<file path="src/rtl/lookahead_adder_66_if.sv">
// Operand/result bundle for the 66-bit lookahead adder.
// Latency: none; this is only a grouping of wires.
// Backpressure: none; the adder accepts a new operand pair every cycle.
interface lookahead_adder_66_if;
    logic [65:0] A;
    logic [65:0] B;
    logic [65:0] S;
    logic        c66;

    // Producer of operands, consumer of the sum
    modport master (output A, output B, input S, input c66);
    // The adder itself
    modport slave  (input A, input B, output S, output c66);
endinterface

</file>
<file path="src/rtl/lookahead_adder_66.sv">
// 66-bit three-level carry-lookahead adder: {c66, S} = A + B, no carry-in.
// Latency: 0 cycles by default; 1 cycle when ADDER66_OUTREG_EN is defined.
// Backpressure: none; a new operand pair may be presented every cycle.
module lookahead_adder_66 (
    input  logic                   clk,
    input  logic                   rstn,
    lookahead_adder_66_if.slave    bus
);

    // Group generate over four (p,g) pairs: G = g3 | p3g2 | p3p2g1 | p3p2p1g0
    function automatic logic grp_g(input logic [3:0] p, input logic [3:0] g);
        grp_g = g[3]
              | (p[3] & g[2])
              | (p[3] & p[2] & g[1])
              | (p[3] & p[2] & p[1] & g[0]);
    endfunction

    // Group propagate: every position passes an incoming carry
    function automatic logic grp_p(input logic [3:0] p);
        grp_p = &p;
    endfunction

    // Flattened two-level carries c1..c3 of a 4-wide group from its carry-in
    function automatic logic [2:0] grp_carry(input logic [3:0] p,
                                             input logic [3:0] g,
                                             input logic       cin);
        logic c1, c2, c3;
        c1 = g[0] | (p[0] & cin);
        c2 = g[1] | (p[1] & g[0]) | (p[1] & p[0] & cin);
        c3 = g[2] | (p[2] & g[1]) | (p[2] & p[1] & g[0])
                  | (p[2] & p[1] & p[0] & cin);
        grp_carry = {c3, c2, c1};
    endfunction

    logic [65:0] w_p;           // bit propagate
    logic [65:0] w_g;           // bit generate
    logic [65:0] w_c;           // carry into each bit
    logic [65:0] w_sum;
    logic        w_c66;

    logic [15:0] w_blk_p;       // level-1 group propagate (4-bit blocks)
    logic [15:0] w_blk_g;       // level-1 group generate
    logic [15:0] w_blk_cin;     // carry into each 4-bit block
    logic [3:0]  w_sec_p;       // level-2 section propagate (16-bit sections)
    logic [3:0]  w_sec_g;       // level-2 section generate
    logic [3:0]  w_sec_cin;     // carry into each section (c0, c16, c32, c48)
    logic        w_c64;         // level-3 carry into the top 2-bit block

    assign w_p = bus.A ^ bus.B;
    assign w_g = bus.A & bus.B;

    // Level 1: sixteen 4-bit CLA blocks covering bits 0..63
    genvar k;
    generate
        for (k = 0; k < 16; k++) begin : g_blk
            assign w_blk_p[k]          = grp_p(w_p[4*k +: 4]);
            assign w_blk_g[k]          = grp_g(w_p[4*k +: 4], w_g[4*k +: 4]);
            assign w_c[4*k]            = w_blk_cin[k];
            assign w_c[4*k+3 : 4*k+1]  = grp_carry(w_p[4*k +: 4], w_g[4*k +: 4],
                                                   w_blk_cin[k]);
        end
    endgenerate

    // Level 2: four lookahead units, each spanning four blocks
    genvar s;
    generate
        for (s = 0; s < 4; s++) begin : g_sec
            assign w_sec_p[s]                 = grp_p(w_blk_p[4*s +: 4]);
            assign w_sec_g[s]                 = grp_g(w_blk_p[4*s +: 4],
                                                      w_blk_g[4*s +: 4]);
            assign w_blk_cin[4*s]             = w_sec_cin[s];
            assign w_blk_cin[4*s+3 : 4*s+1]   = grp_carry(w_blk_p[4*s +: 4],
                                                          w_blk_g[4*s +: 4],
                                                          w_sec_cin[s]);
        end
    endgenerate

    // Level 3: one lookahead unit over the sections; the adder has no carry-in
    assign w_sec_cin[0]   = 1'b0;
    assign w_sec_cin[3:1] = grp_carry(w_sec_p, w_sec_g, 1'b0);
    assign w_c64          = grp_g(w_sec_p, w_sec_g);

    // Top 2-bit block (bits 64..65) hanging off c64
    assign w_c[64] = w_c64;
    assign w_c[65] = w_g[64] | (w_p[64] & w_c64);
    assign w_c66   = w_g[65] | (w_p[65] & w_g[64]) | (w_p[65] & w_p[64] & w_c64);

    assign w_sum = w_p ^ w_c;

`ifdef ADDER66_OUTREG_EN
    logic [65:0] r_sum;
    logic        r_c66;

    // Output register: async clear to zero, loads the CLA result every edge
    always_ff @(posedge clk or negedge rstn) begin
        if (!rstn) begin
            r_sum <= '0;
            r_c66 <= 1'b0;
        end else begin
            r_sum <= w_sum;
            r_c66 <= w_c66;
        end
    end

    assign bus.S   = r_sum;
    assign bus.c66 = r_c66;
`else
    // Clock and reset only matter for the registered build
    logic w_unused_clk_rst;
    assign w_unused_clk_rst = clk ^ rstn;

    assign bus.S   = w_sum;
    assign bus.c66 = w_c66;
`endif

endmodule

</file>
<file path="src/flat_wrapper.sv">
// flat-port wrapper written by rule: the top's interface ports become plain ports
module lookahead_adder_66_flat 
  (clk, rstn, bus_A, bus_B, bus_S, bus_c66);
  lookahead_adder_66_if bus_i ();
  input  logic clk;
  input  logic rstn;
  input wire logic [$bits(bus_i.A)-1:0] bus_A;
  input wire logic [$bits(bus_i.B)-1:0] bus_B;
  output wire logic [$bits(bus_i.S)-1:0] bus_S;
  output wire logic [$bits(bus_i.c66)-1:0] bus_c66;
  assign bus_i.A = bus_A;
  assign bus_i.B = bus_B;
  assign bus_S = bus_i.S;
  assign bus_c66 = bus_i.c66;
  lookahead_adder_66 u_core (.clk(clk), .rstn(rstn), .bus(bus_i));
endmodule
</file>
<file path="config.mk">
export PLATFORM = sky130hd
export DESIGN_NAME = lookahead_adder_66_flat
export DESIGN_NICKNAME = d
export VERILOG_FILES = /design/src/rtl/lookahead_adder_66_if.sv /design/src/rtl/lookahead_adder_66.sv /design/src/flat_wrapper.sv
export SDC_FILE = /design/constraint.sdc
export NUM_CORES = 1
export LEC_CHECK = 0
export ABC_AREA = 1
export ABC_CLOCK_PERIOD_IN_PS = 6800
export CAP_MARGIN = 30
export CORE_AREA = 2 2 77 79
export DETAILED_ROUTE_END_ITERATION = 7
export DIE_AREA = 0 0 79 81
export DONT_BUFFER_PORTS = 1
export MAX_ROUTING_LAYER = met4
export PLACE_DENSITY = 0.77
export REMOVE_ABC_BUFFERS = 1
export SLEW_MARGIN = 20
export SYNTH_ARGS = -nofsm -noshare
export SYNTH_HDL_FRONTEND = slang
export SYNTH_SLANG_ARGS = --single-unit
</file>
<file path="constraint.sdc">
create_clock -name vclk -period 6.8
set_input_delay 1.7 -clock vclk [all_inputs]
set_output_delay 1.7 -clock vclk [all_outputs]
set_load 0.005 [all_outputs]
</file>
==> impl_results.md, run 1 <==
* Worst EP arrival at 3.67 ns
* Post-layout minimum cycle time at 5.37 ns
* Max Fclk at 186 MHz
* Distinct cell type count after synthesis at 32
* Hold Slack at 3.51 ns
* Slowest stage delay, CP at 0.39 ns
* DRC viols at 0
* Layout cells sized above 1 at 7.49%
* RSZ-0062 raised after global routing: no
* Class of the worst hold path: in -> out
* Count leader, synth: nand2_1
* Cells on Worst Hold Path at 1
* Clock buffer cells at 0
* CP delay by family, top: simple AND/OR/NAND/NOR gates
* CP max FO at 6
* Post-CTS Resized at 0
* Final Hold Fails at 0
* Setup TNS at 0 ns
* Port Buffers at 0
* Area added between synthesis and finish at 2.88%
* Die H at 81 um
* Grt total ovfl at 0
* Part of the cycle the worst path needs at 79.0%
* Tot GR Track Use at 20.7%
* Endpoint, Worst Hold: bus_S[0]
* Max-slew violations at 0
* DRT iter0 DRCs at 61
* Syn. warnings at 0
* Crit path kind: in -> out
* Top cells by count, synth: nand2_1, inv_1, ha_1, nand3_1, nor2_1
* Mapped Area at 3250 um2
* Final ANT Viol Nets at 0
* CTS Hold Bufs at 0
* CP endpoint kind: output port
* Total of max-cap violations at 0
* WP buf/inv at 1
* Number of global-route vias before repair at 2703
* Worst slew pin tran at 0.310 ns
* Die W at 79 um
* Drt pass-1 iters at 6
* Mapped Avg Cell Area at 6.24 um2
* Drt wl/cell at 12.2 um
* Register Area at 0 um2
* Worst vdd ir at 0.0000442 V
* Routed vias at 3130
* Post-DR vias/cell at 5.25
* Fin nets at 740
* Number of antenna violations at the first check in global routing at 0
* Total Routed Length at 7300 um
* Relative slew margins at 79.2%
* Synth top area cells: ha_1, nand2_1, fa_1
* Register area share after synthesis at 0%
* Status: complete, no violations
* Core Rows at 28
* Yosys top cell by area: ha_1
* Count of final setup violators at 0
* Core ar. at 5680 um2
* Lkg Pwr at 2.00 nW
* Ports at 201
* Hold_sp: bus_A[0]
* Worst path slowest cell: fa_1
* Worst endpoint required time at 5.10 ns
* Placer congestion estimate at 0.854
* First-pass GRT wire length at 10900 um
* Startpoint Class: input pin
* Cells after synthesis at 521
* Largest net degree at the start of global routing at 7
* Die area at 6400 um2
* FF+latch count at 0
* Pwr dens at 87.6 nW/um2
* Fill cells at 555
* Synth top area share at 25.4%
* Effective utilization at floorplan at 57.3%
* Most used cell, CP: nand2_1
* Antenna fix cells at 0
* Postcts setup bufs at 0
* HPWL Detailed at 6870 um
* Critical Path, Cell by Cell: ha_1 > nand2_1 > inv_1 > nand2_1 > nand2_1 > nand2_1 > nand2_1 > a21oi_2 > nand3_4 > nand2_2 > nand2_2 > fa_1 > xor2_1
cell type report:
class	count	area [um2]	share of cell area, %
Inverter	90	338	10.1
Tap cell	75	93.8	2.80
Multi-Input combinational cell	431	2920	87.1
cell usage in the layout, fill, tap and decap left out, drive strengths merged:
| cell | count |
|---|---|
| nor2 | 37 |
| fa | 17 |
| ha | 66 |
| nand2 | 177 |
| nand4 | 2 |
| xor2 | 28 |
| nand3 | 43 |
| a31o | 1 |
| a211oi | 1 |
| and2 | 1 |
| nor3 | 6 |
| nor2b | 1 |
| a21o | 3 |
| or2 | 1 |
| o21ai | 2 |
| o21bai | 4 |
| inv | 90 |
| a21oi | 34 |
| xnor2 | 2 |
| a221oi | 1 |
| o211ai | 2 |
| nand3b | 2 |
where the power goes:
part           internal, W  leakage [nW]  switching (W)
clock                    0             0              0
combinational     0.000112          2.00       0.000181
sequential               0             0              0
per-layer routing:
layer | global-route usage [%] | wire, um | part of all wire (%) | up-vias
met3 | 2.67 | 566 | 7.8 | 4
met2 | 43.2 | 3880 | 53 | 118
met5 | - | 0 | 0 | -
met1 | 21.6 | 2830 | 39 | 1344
met4 | 0.517 | 19 | 0.26 | 0
li1 | - | - | - | 1664
stage by stage:
stage	setup slack [ns]	util, %	power [W]	instance area [um2]	cells
6_report	1.43	59.0	0.000293	3350	596
5_1_grt	1.25	59.0	0.000334	3350	596
4_1_cts	1.40	59.0	0.000296	3350	596
3_5_place_dp	1.40	59.0	0.000295	3350	596
3_3_place_gp	1.46	59.0	0.000285	3350	596
2_1_floorplan	1.64	-	0.000242	3250	521
cell families after synthesis:
group	count (synthesis)	synth area share (%)
buffers and inverters	90	10.4
and+or+nand+nor	270	37.1
AOI/OAI and AO/OA	48	8.62
xor gates and xnor gates	30	8.08
adders and majority gates	83	35.8
how the worst max path moves through the flow:
| stage | to | start | slack [ns] | cells past startpoint |
|---|---|---|---|---|
| 6_report | bus_S[61] | bus_B[35] | 1.43 | 13 |
| 5_1_grt | bus_S[61] | bus_B[35] | 1.25 | 13 |
| 4_1_cts | bus_S[61] | bus_B[35] | 1.40 | 13 |
| 3_5_place_dp | bus_S[61] | bus_B[35] | 1.40 | 13 |
| 3_3_place_gp | bus_S[65] | bus_B[34] | 1.46 | 13 |
| 2_1_floorplan | bus_S[53] | bus_B[34] | 1.64 | 13 |
(Power assumes the default switching activity.)
==> run 2, diff against run 1 <==
--- a/config.mk
+++ b/config.mk
@@ -6,7 +6,7 @@
 export NUM_CORES = 1
 export LEC_CHECK = 0
 export ABC_AREA = 1
-export ABC_CLOCK_PERIOD_IN_PS = 6800
+export ABC_CLOCK_PERIOD_IN_PS = 5050
 export CAP_MARGIN = 30
 export CORE_AREA = 2 2 77 79
 export DETAILED_ROUTE_END_ITERATION = 7
==> constraint.sdc (replaced) <==
create_clock -name vclk -period 5.05
set_input_delay 1.2625 -clock vclk [all_inputs]
set_output_delay 1.2625 -clock vclk [all_outputs]
set_load 0.005 [all_outputs]
==> impl_results.md, run 2 (synthesized netlist as in run 1, its figures left out) <==
* Status: complete, no violations
* Worst EP arrival at 3.27 ns
* FF+latch count at 0
* Commonest non-fill, non-tap cells in the layout: nand2_1, inv_1, ha_1
* Worst slew pin tran at 0.325 ns
* Tot GR Track Use at 21.4%
* Max-slew violations at 0
* CP max FO at 6
* WP buf/inv at 1
* Relative slew margins at 78.1%
* Startpoint Class: input pin
* Effective utilization at floorplan at 57.3%
* Antenna fix cells at 0
* Drt pass-1 iters at 5
* Core ar. at 5680 um2
* Most common cell after layout, fill and taps aside: nand2_1
* Die W at 79 um
* Final Hold Fails at 0
* RSZ-0062 raised after global routing: no
* Area added between synthesis and finish at 2.88%
* Routed vias at 3164
* Pwr dens at 119 nW/um2
* Final ANT Viol Nets at 0
* Lkg Pwr at 2.00 nW
* Ports at 201
* Placer congestion estimate at 0.856
* Register Area at 0 um2
* Setup TNS at 0 ns
* Count of final setup violators at 0
* Crit path kind: in -> out
* Max Fclk at 221 MHz
* DRT iter0 DRCs at 91
* Multi-input gate area at 2920 um2
* Most used cell, CP: nand2_1
* Total of max-cap violations at 0
* Total Routed Length at 7400 um
* Number of antenna violations at the first check in global routing at 0
* Port Buffers at 0
* Largest net degree at the start of global routing at 7
* Clock buffer cells at 0
* Worst path slowest cell: fa_1
* Overall Power at 0.000397 W
* CP delay by family, top: simple AND/OR/NAND/NOR gates
* Hold Slack at 2.64 ns
* Layout cells sized above 1 at 7.49%
* Die area at 6400 um2
* Post-layout minimum cycle time at 4.53 ns
* HPWL Detailed at 6940 um
* Drt wl/cell at 12.4 um
* Part of the cycle the worst path needs at 89.7%
* Dpl cell area at 3350 um2
* DRC viols at 0
* Die H at 81 um
* Fill cells at 556
* Post-DR vias/cell at 5.31
* Core Rows at 28
* Final Util at 59.0%
* Grt total ovfl at 0
* Slowest stage delay, CP at 0.39 ns
* Worst endpoint required time at 3.79 ns
* Class of the worst hold path: in -> out
* Fin nets at 740
* Worst vdd ir at 0.0000553 V
* CP endpoint kind: output port
* CTS Hold Bufs at 0
* First-pass GRT wire length at 11400 um
* Design area at 3350 um2
* Post-CTS Resized at 0
* Number of global-route vias before repair at 2800
* Critical Path, Cell by Cell: ha_1 > nand2_1 > inv_1 > nand2_1 > nand2_1 > nand2_1 > nand2_1 > a21oi_2 > nand3_4 > nand2_2 > nand2_2 > fa_1 > xor2_1
* Postcts setup bufs at 0
-- run 2: cell counts in the layout (fill, tap and decap cells not counted) --
No cell type changed its count.
-- run 2: layout make-up --
cell class	count	area share, %
inverters	90	10.1
multi-input cells	431	87.1
well taps	75	2.80
-- run 2: path summary, 6_finish.rpt --
check,startpoint,slack [ns],cells after the start,endpoint
setup / recovery,bus_B[35],0.52,13,bus_S[61]
hold / removal,bus_A[0],2.64,1,bus_S[0]
-- run 2: through the flow --
step / setup slack, ns / cells
2_1_floorplan: 0.770 / 521
3_5_place_dp: 0.507 / 596
3_3_place_gp: 0.579 / 596
5_1_grt: 0.362 / 596
4_1_cts: 0.510 / 596
6_report: 0.519 / 596
-- run 2: power breakdown --
group          switching (W)  internal [W]  leakage, nW
Combinational       0.000245      0.000152         2.00
Sequential                 0             0            0
Clock                      0             0            0
-- run 2: metal layers --
metal	GRT usage [%]	vias up	wire, um
met3	2.44	4	548
met2	44.1	122	3960
met5	-	-	0
met4	1.38	0	52
li1	-	1660	-
met1	22.7	1378	2850
